==> config.mk <==
export PLATFORM = sky130hd
export DESIGN_NAME = hqm_aw_cdc_toggle_tx
export DESIGN_NICKNAME = d
export VERILOG_FILES = /design/src/rtl/hqm_aw_cdc_toggle_tx_pkg.sv /design/src/rtl/hqm_aw_cdc_toggle_tx_sync.sv /design/src/rtl/hqm_aw_cdc_toggle_tx.sv
export SDC_FILE = /design/constraint.sdc
export NUM_CORES = 1
export LEC_CHECK = 0
export CORE_ASPECT_RATIO = 1.75
export CORE_MARGIN = 8
export CORE_UTILIZATION = 46
export DETAILED_ROUTE_END_ITERATION = 10
export GPL_TIMING_DRIVEN = 1
export PLACE_DENSITY = 0.91
export SLEW_MARGIN = 20
export SYNTH_ARGS = -nofsm -noshare
export SYNTH_HDL_FRONTEND = slang
export SYNTH_SLANG_ARGS = --single-unit
==> constraint.sdc <==
create_clock -name clk -period 2 [get_ports clk]
set_input_delay 0.3 -clock clk [delete_from_list [all_inputs] [get_ports clk]]
set_output_delay 0.3 -clock clk [all_outputs]
set_load 0.01 [all_outputs]
==> src/rtl/hqm_aw_cdc_toggle_tx_pkg.sv <==
// Shared types and constants for the source-side toggle CDC transmitter.
package hqm_aw_cdc_toggle_tx_pkg;

    typedef enum logic [1:0] {
        TX_RESYNC   = 2'd0,
        TX_IDLE     = 2'd1,
        TX_WAIT_ACK = 2'd2
    } hqm_aw_cdc_tx_state_t;

    // Flop stages on the returning ack; the ack-to-ready latency is this plus one.
    localparam int unsigned SYNC_DEPTH = 2;

endpackage

==> src/rtl/hqm_aw_cdc_toggle_tx_sync.sv <==
// Plain multi-flop synchronizer; deliberately not reset so it settles on the live input.
module hqm_aw_sync
    import hqm_aw_cdc_toggle_tx_pkg::*;
#(
    parameter int unsigned WIDTH = 1,
    parameter int unsigned DEPTH = SYNC_DEPTH
) (
    input  logic             clk,
    input  logic [WIDTH-1:0] d,
    output logic [WIDTH-1:0] q
);

    logic [WIDTH-1:0] stage [DEPTH];

    always_ff @(posedge clk) begin
        stage[0] <= d;
        for (int i = 1; i < DEPTH; i++) begin
            stage[i] <= stage[i-1];
        end
    end

    assign q = stage[DEPTH-1];

endmodule

==> src/rtl/hqm_aw_cdc_toggle_tx.sv <==
// Source end of a 2-phase req/ack bundled-data CDC channel: one word in flight,
// data held on flops until the synchronized ack toggle matches the request.
module hqm_aw_cdc_toggle_tx
    import hqm_aw_cdc_toggle_tx_pkg::*;
#(
    parameter int unsigned WIDTH    = 32,
    parameter int unsigned TO_WIDTH = 12
) (
    input  logic             clk,
    input  logic             rst,
    input  logic             in_valid,
    input  logic [WIDTH-1:0] in_data,
    output logic             in_ready,
    output logic             req_out,
    output logic [WIDTH-1:0] data_out,
    input  logic             ack_in,
    output logic             busy,
    output logic             to_err,
    input  logic             to_err_clr
);

    localparam logic [TO_WIDTH-1:0] TO_MAX = '1;

    hqm_aw_cdc_tx_state_t state, next_state;
    logic                 ack_sync;
    logic                 ack_match;
    logic                 accept;
    logic                 waiting;
    logic                 to_err_set;
    logic [TO_WIDTH-1:0]  to_cnt, to_cnt_nxt;

    hqm_aw_sync #(
        .WIDTH (1),
        .DEPTH (SYNC_DEPTH)
    ) u_ack_sync (
        .clk (clk),
        .d   (ack_in),
        .q   (ack_sync)
    );

    assign ack_match = (ack_sync == req_out);

    // After reset the far end may still show a stale ack, so RESYNC waits for it to agree with req_out.
    always_comb begin
        next_state = state;
        accept     = 1'b0;
        waiting    = 1'b0;
        to_cnt_nxt = to_cnt;
        to_err_set = 1'b0;
        case (state)
            TX_RESYNC: begin
                waiting = 1'b1;
                if (ack_match) next_state = TX_IDLE;
            end
            TX_IDLE: begin
                if (in_valid && in_ready) begin
                    accept     = 1'b1;
                    next_state = TX_WAIT_ACK;
                end
            end
            TX_WAIT_ACK: begin
                waiting = 1'b1;
                if (ack_match) next_state = TX_IDLE;
            end
            default: next_state = TX_RESYNC;
        endcase

        if (accept || (waiting && next_state == TX_IDLE)) begin
            to_cnt_nxt = '0;
        end else if (waiting && to_cnt != TO_MAX) begin
            to_cnt_nxt = to_cnt + TO_WIDTH'(1);
        end
        to_err_set = waiting && (next_state != TX_IDLE) && (to_cnt_nxt == TO_MAX);
    end

    always_ff @(posedge clk or posedge rst) begin
        if (rst) begin
            state    <= TX_RESYNC;
            req_out  <= 1'b0;
            data_out <= '0;
            in_ready <= 1'b0;
            busy     <= 1'b1;
            to_cnt   <= '0;
            to_err   <= 1'b0;
        end else begin
            state    <= next_state;
            in_ready <= (next_state == TX_IDLE);
            busy     <= (next_state != TX_IDLE);
            to_cnt   <= to_cnt_nxt;
            if (accept) begin
                data_out <= in_data;
                req_out  <= ~req_out;
            end
            if (to_err_set) begin
                to_err <= 1'b1;
            end else if (to_err_clr) begin
                to_err <= 1'b0;
            end
        end
    end

    a_data_stable: assert property (@(posedge clk) disable iff (rst)
        (state == TX_WAIT_ACK) |=> $stable(data_out))
        else $error("data_out changed while waiting for ack");

    // An ack toggle with no request outstanding is a far-end protocol error; the FSM ignores it.
    a_no_stray_ack: assert property (@(posedge clk) disable iff (rst)
        (state == TX_IDLE) |-> (ack_sync == req_out))
        else $warning("stray ack toggle while idle");

endmodule
==> results.cfg, run 1 <==
[run_status]
status = finished clean

[job]
max_cap_violations = 0

[route]
routed_wl_um = 5900
wl_per_cell_um = 19.7
firstDrtPassIters = 4
viasPerCell = 5.83
antenna_left = 0
drt_iter0_drc = 33
drc = 0
vias = 1749

[sta]
layout_setup_ws_ns = 0.146
hold_violations = 0
rsz0062_at_grt = no
worst-slew-pin-transition_ns = 0.644
clock_skew_ns = 0.0106
setup_viol = 0
slew_headroom_pct = 57.0
slew_viol_final = 0
clock.fmax_ghz = 0.539
post-route-period-util_pct = 92.7
fin_tns_setup_ns = 0
fin_crit_ns = 1.85
fin_hold_ws_ns = 0.333

[yosys]
synth_area_leaders = dfrtp_1, mux2_2, mux2_1
syn_area_per_cell_sq_um = 13.3
ys_types = 44
synth.largest_area_cell = dfrtp_1
yosys_warnings = 0
synth_edf_count = 0
syn_inst = 170
mappedNetlistArea_sq_mm = 0.00226
synth_ff_type = dfrtp_1
synth_top_area_share_pct = 54.2
synth_async_sr_flop_share_pct = 96.2
synth_fp_nets = 208
ys_seq_area_share_pct = 57.1
ys_seq_elements = 52

[pwr]
peakVddDrop_uv = 929
p_leak_nw = 1.34
total_power_mw = 4.41
pwr_density_cell_mw_per_mm2 = 1390

[global_routing]
grt_start_max_net_pins = 51
antenna_found_initial = 0
grt_use_met1_pct = 13.3
grt_pass1_wl_um = 9490
met3_usage_pct = 6.38
grt-ovfl-total = 0
grt_busiest_layer = met2
grt_usage_pct = 15.5
grt_pass1_vias = 1920
met2_usage_pct = 29.8

[cts]
cts_tree = done
cts.sinks = 52
cts_hold_buf = 0
cts_buffer_depth = 2
cts_buffers = 5
htree_levels = 2
post_cts_buffers = 0
root_buffer = clkbuf_8
clk_pin_slew_ns = 0.10
insertion_delay_ns = 0.30

[place]
dpl_worst_slack_ns = 0.108
dp_cells = 292
hpwlAfterDp_um = 4270
port_buffers = 72
place.gp.congestion = 0.952

[final_layout]
num-nets-final = 283
areaGrowthSynthToFinish_pct = 40.1
antenna_cells = 0
fin_cells = 300
drive_above_1_share_pct = 17.1

[die]
io_pins = 73
die_area_sq_mm = 0.00751
row_count = 34
fp.dieW_um = 69.0
chipHeight_um = 109
core_sq_mm = 0.00485
start_util_pct = 46.7

[worst_setup_path]
crit_arrival_ns = 2.07
worstSetupPathType = reg2reg
rr_worst_depth = 6
crit_start = state[0]
cpMaxStageDelayCell = dfrtp_1
endpoint_kind = register
critPathLaunchType = register
critPathMaxFanout = 12
crit_required_ns = 2.21
crit_end = to_err
r2r_slack_ns = 0.15
timing.rr.start = state[0]
crit_chain = buf_4 -> nand4b_1 -> o21ai_2 -> a211oi_2 -> o211ai_1 -> o32ai_2
crit_path_max_incr_delay_ns = 0.50
r2r_end = to_err

[min_path]
min_path_type = reg2reg
-- stage by stage --
step | instance area, sq um | utilization [%]
finish | 3170 | 65.4
global route | 3170 | 65.4
CTS | 3170 | 65.4
detailed placement | 3040 | 62.7
global placement | 3040 | 62.7
floorplan | 2260 | -
-- cell usage in the layout, fill, tap and decap left out, types with 3 or more instances in the layout --
cell and instances:
and3_1 5, xnor2_1 3, a21oi_1 3, o21ai_1 3
buf_4 3, mux2_1 14, nand2_1 4, o21ai_0 4
mux2_2 18, inv_1 3, nor3_1 3, nand3_1 3
clkbuf_8 7, clkdlybuf4s50_1 72, and2_1 4, dfrtp_1 49
nand4b_1 3, a41oi_1 4, nor2_1 6
-- routing by layer --
layer,vias up,share of wire (%)
met5,-,0
met4,0,3.3
met3,26,8.3
met1,855,31
li1,773,-
met2,95,57
-- cell type report --
type / count / area (sq um)
Clock buffer: 7 / 96.3
Clock inverter: 1 / 30.0
Fill cell: 382 / 1680
Inverter: 5 / 18.8
Multi-Input combinational cell: 105 / 903
Sequential cell: 52 / 1290
Tap cell: 54 / 67.6
Timing Repair Buffer: 76 / 763
-- worst min path at each step --
stage               depth (start not counted)                    from                endpoint
CTS                                         0  u_ack_sync.stage[0][0]  u_ack_sync.stage[0][1]
finish                                      0  u_ack_sync.stage[0][0]  u_ack_sync.stage[0][1]
floorplan                                   0  u_ack_sync.stage[0][0]  u_ack_sync.stage[0][1]
global placement                            0  u_ack_sync.stage[0][0]  u_ack_sync.stage[0][1]
detailed placement                          0  u_ack_sync.stage[0][0]  u_ack_sync.stage[0][1]
global route                                0  u_ack_sync.stage[0][0]  u_ack_sync.stage[0][1]
-- what timing repair did --
| item | in CTS | in global routing |
|---|---|---|
| resized for setup | 0 | 1 |
| setup endpoints to repair | 0 | 1 |
| endpoints found under the hold margin | 0 | 0 |
-- state kept, by name, summed over array words and instances, names as in the netlist --
register / count
data_out: 32
to_cnt: 12
state: 2
u_ack_sync.stage: 2
busy: 1
in_ready: 1
req_out: 1
to_err: 1
-- worst max-delay path: cells and delay by family, from the launching register on --
family                 cells  cell delay (ns)
AO/OA/AOI/OAI              4             0.92
flip-flops                 1             0.50
buffers and inverters      1             0.21
AND/OR/NAND/NOR            1             0.14
-- synthesized netlist by cell type, types with 2 or more instances --
cell	count
dfrtp_1	49
mux2_2	18
mux2_1	14
nor2_1	6
and3_1	5
buf_2	5
a41oi_1	4
and2_1	4
inv_1	4
nand2_1	4
o21ai_0	4
a21oi_1	3
nand3_1	3
nand4b_1	3
nor3_1	3
o21ai_1	3
xnor2_1	3
a311oi_1	2
and4_1	2
and4b_1	2
buf_4	2
dfxtp_1	2
nand3b_1	2
nand4_1	2
nor2b_1	2
-- logic make-up (layout without fill, tap and decap cells) --
logic type / Yosys count / in the layout / synth area share, %
XOR/XNOR: 4 / 4 / 1.88
multiplexers: 32 / 32 / 15.9
AO/OA/AOI/OAI: 25 / 25 / 8.68
adder cells (fa/ha/maj): 1 / 1 / 0.553
flip-flops: 52 / 52 / 57.1
buffers and inverters: 13 / 89 / 3.09
AND/OR/NAND/NOR: 43 / 43 / 12.8
-- where the power goes --
group	internal [mW]	switching (mW)	total, mW	leakage [nW]
Clock	0.442	0.327	0.769	0.0645
Combinational	1.10	0.800	1.90	0.639
Sequential	1.47	0.268	1.74	0.635
Total	3.02	1.40	4.41	1.34
Power figures use the tool's default switching activity.
==> run 2: changes to the inputs <==
--- a/config.mk
+++ b/config.mk
@@ -8,6 +8,7 @@
 export CORE_ASPECT_RATIO = 1.75
 export CORE_MARGIN = 8
 export CORE_UTILIZATION = 46
+export CTS_CLUSTER_DIAMETER = 150
 export DETAILED_ROUTE_END_ITERATION = 10
 export GPL_TIMING_DRIVEN = 1
 export PLACE_DENSITY = 0.91
==> results of run 2 <==
The final DEF is identical to that of run 1; final timing and power are the same.
==> run 3: changes to the inputs <==
--- a/config.mk
+++ b/config.mk
@@ -5,9 +5,10 @@
 export SDC_FILE = /design/constraint.sdc
 export NUM_CORES = 1
 export LEC_CHECK = 0
+export ABC_AREA = 1
 export CORE_ASPECT_RATIO = 1.75
 export CORE_MARGIN = 8
-export CORE_UTILIZATION = 46
+export CORE_UTILIZATION = 47
 export CTS_CLUSTER_DIAMETER = 150
 export DETAILED_ROUTE_END_ITERATION = 10
 export GPL_TIMING_DRIVEN = 1
==> run 3 against run 2 <==
Final cell count up 42%. Sequential share of layout area down 1.8 points. Wire length up 8.0%. Area after synthesis up 5.9%. Maximum frequency up 4.3%. Largest cell class unchanged. Largest power group unchanged.
==> results.cfg, run 3 <==
[place]
hpwlAfterDp_um = 4780
place.gp.congestion = 0.953
post_dp_cell_area_sq_mm = 0.00319
port_buffers = 72

[yosys]
synth_ff_type = dfrtp_1
syn_area_per_cell_sq_um = 8.09
synthTopCellsByCount = nand2_1, dfrtp_1, inv_1, nor2_1, nand3_1
syn_inst = 296
yosys_warnings = 0
synth_top_area_share_pct = 51.2
ys_seq_area_share_pct = 53.9
ys_seq_elements = 52
synth_async_sr_flop_share_pct = 96.2
mappedNetlistArea_sq_mm = 0.00240
synth_fp_nets = 334
synth_edf_count = 0
synth.largest_area_cell = dfrtp_1
ys_types = 25
synth_area_leaders = dfrtp_1, nand2_1, inv_1
synth_most_common_cell = nand2_1

[global_routing]
met3_usage_pct = 6.90
grt_use_met1_pct = 15.2
grt_pass1_vias = 2357
met2_usage_pct = 30.4
grt_busiest_layer = met2
antenna_found_initial = 0
grt_usage_pct = 16.7
grt-ovfl-total = 0
grt_pass1_wl_um = 10700
grt_start_max_net_pins = 51

[pwr]
p_leak_nw = 1.61
seqPwrFrac_pct = 38.6
p_int_mw = 2.86
p_switching_mw = 1.74
clockPowerShare_pct = 17.0
peakVddDrop_uv = 1180
combPwrFrac_pct = 44.4
pwr_density_cell_mw_per_mm2 = 1390
swShare_pct = 37.9

[min_path]
min_path_type = in2async

[final_layout]
antenna_cells = 0
largest_register_ff_count = 32
areaGrowthSynthToFinish_pct = 38.5
regMostFlops = data_out
layout_common_cells = nand2_1, clkdlybuf4s50_1, dfrtp_1
top_regs = data_out: 32 flops, to_cnt: 12 flops
drive_above_1_share_pct = 9.95
num-nets-final = 409
final_common_cell = nand2_1
design_area_sq_mm = 0.00332

[route]
drc = 0
viasPerCell = 5.11
antenna_left = 0
drt_iter0_drc = 79
vias = 2177
firstDrtPassIters = 4
wl_per_cell_um = 15.0
routed_wl_um = 6370

[cts]
cts_buffers = 5
clk_pin_slew_ns = 0.09
cts.sinks = 52
htree_levels = 2
cts_hold_buf = 0
cts_buffer_depth = 2
root_buffer = clkbuf_8
insertion_delay_ns = 0.31
cts_tree = done

[sta]
setup_viol = 0
fin_crit_ns = 1.78
slew_headroom_pct = 77.8
clock.fmax_ghz = 0.563
hold_violations = 0
rsz0062_at_grt = no
slew_viol_final = 0
worst-slew-pin-transition_ns = 0.333
post-route-period-util_pct = 88.8
clock_skew_ns = 0.00338
fin_tns_setup_ns = 0

[worst_setup_path]
crit_chain = ha_2 -> nand2_1 -> nor2_1 -> nand3_2 -> nand2_2 -> inv_2 -> a21oi_2 -> nand3_1 -> nor2_1 -> nand3_1 -> nand2_1
critPathLaunchType = register
worstSetupPathType = reg2reg
critPathMaxFanout = 5
cpMaxStageDelayCell = dfrtp_1
endpoint_kind = register
crit_path_max_incr_delay_ns = 0.42
crit_required_ns = 2.25
crit_arrival_ns = 2.03

[die]
fp.dieW_um = 70.0
start_util_pct = 48.6
die_area_sq_mm = 0.00773
core_sq_mm = 0.00493
chipHeight_um = 110
row_count = 34
io_pins = 73

[run_status]
status = finished clean

[job]
max_cap_violations = 0
## run 3: changes by cell type after synthesis, sizes merged, moves of 4 or more
| cell | delta |
|---|---|
| a41oi | -4 |
| and2 | -4 |
| and3 | -5 |
| buf | -7 |
| clkbuf | +6 |
| inv | +24 |
| mux2 | -32 |
| nand2 | +140 |
| nand3 | +17 |
| nor2 | +19 |
| o21ai | -7 |
## run 3: area by class of cell
type / instances / area [sq um]
clock inverters: 1 / 30.0
repair buffers: 75 / 756
flip-flops and latches: 52 / 1290
inverters: 29 / 109
clock buffers: 7 / 96.3
well taps: 54 / 67.6
multi-input cells: 208 / 967
fillers: 347 / 1620
## run 3: routing by layer
metal | up-vias | wire length [um]
met4 | 0 | 214
met3 | 21 | 554
met2 | 83 | 3450
met1 | 1028 | 2160
met5 | - | 0
li1 | 1045 | -
## run 3: logic make-up (layout without fill, tap and decap cells)
| family | count (synthesis) | in the layout | synth area share (%) |
|---|---|---|---|
| AND/OR/NAND/NOR | 197 | 197 | 36.1 |
| flip-flops | 52 | 52 | 53.9 |
| buffers and inverters | 36 | 112 | 5.80 |
| AO/OA/AOI/OAI | 6 | 6 | 1.88 |
| XOR/XNOR | 4 | 4 | 1.78 |
| adder cells (fa/ha/maj) | 1 | 1 | 0.522 |
## run 3: timing repair
item / 4_1_cts / 5_1_grt
setup buffers: 0 / 0
endpoints found under the setup margin: 0 / 1
endpoints found under the hold margin: 0 / 0
resized for setup: 0 / 1
## run 3: critical path, delay by kind of cell, from the launching register on
kind	cells	cell delay, ns
flip-flops	1	0.42
adder cells (fa/ha/maj)	1	0.23
AO/OA/AOI/OAI	1	0.16
buffers and inverters	1	0.07
AND/OR/NAND/NOR	8	0.84
## run 3: worst paths after layout
kind                                           to  slack [ns]                    from  depth (start not counted)
max in group asynchronous                    busy        1.38                     rst                          3
max                                        to_err        0.22               to_cnt[0]                         11
max reg2reg                                to_err        0.22               to_cnt[0]                         11
min reg2reg                u_ack_sync.stage[0][1]        0.34  u_ack_sync.stage[0][0]                          0
min                                  data_out[11]        0.34                     rst                          3
min in group clk           u_ack_sync.stage[0][1]        0.34  u_ack_sync.stage[0][0]                          0
## run 3: power by group through the flow
stage / sequential (mW) / clock (mW) / combinational [mW]
floorplan: 1.89 / 0 / 0.875
global placement: 1.75 / 0 / 1.97
detailed placement: 1.77 / 0 / 2.05
CTS: 1.76 / 0.792 / 2.07
global route: 1.81 / 0.829 / 2.27
finish: 1.77 / 0.782 / 2.04
## run 3: metrics by stage
stage | cells | worst slack [ns] | utilization [%] | total power [mW] | hold WS (ns)
global route | 426 | 0.0185 | 67.2 | 4.92 | 0.343
global placement | 418 | 0.235 | 64.6 | 3.72 | 0.311
detailed placement | 418 | 0.172 | 64.6 | 3.82 | 0.316
finish | 426 | 0.223 | 67.2 | 4.60 | 0.338
CTS | 426 | 0.235 | 67.2 | 4.63 | 0.338
floorplan | 296 | 0.474 | - | 2.77 | 0.310
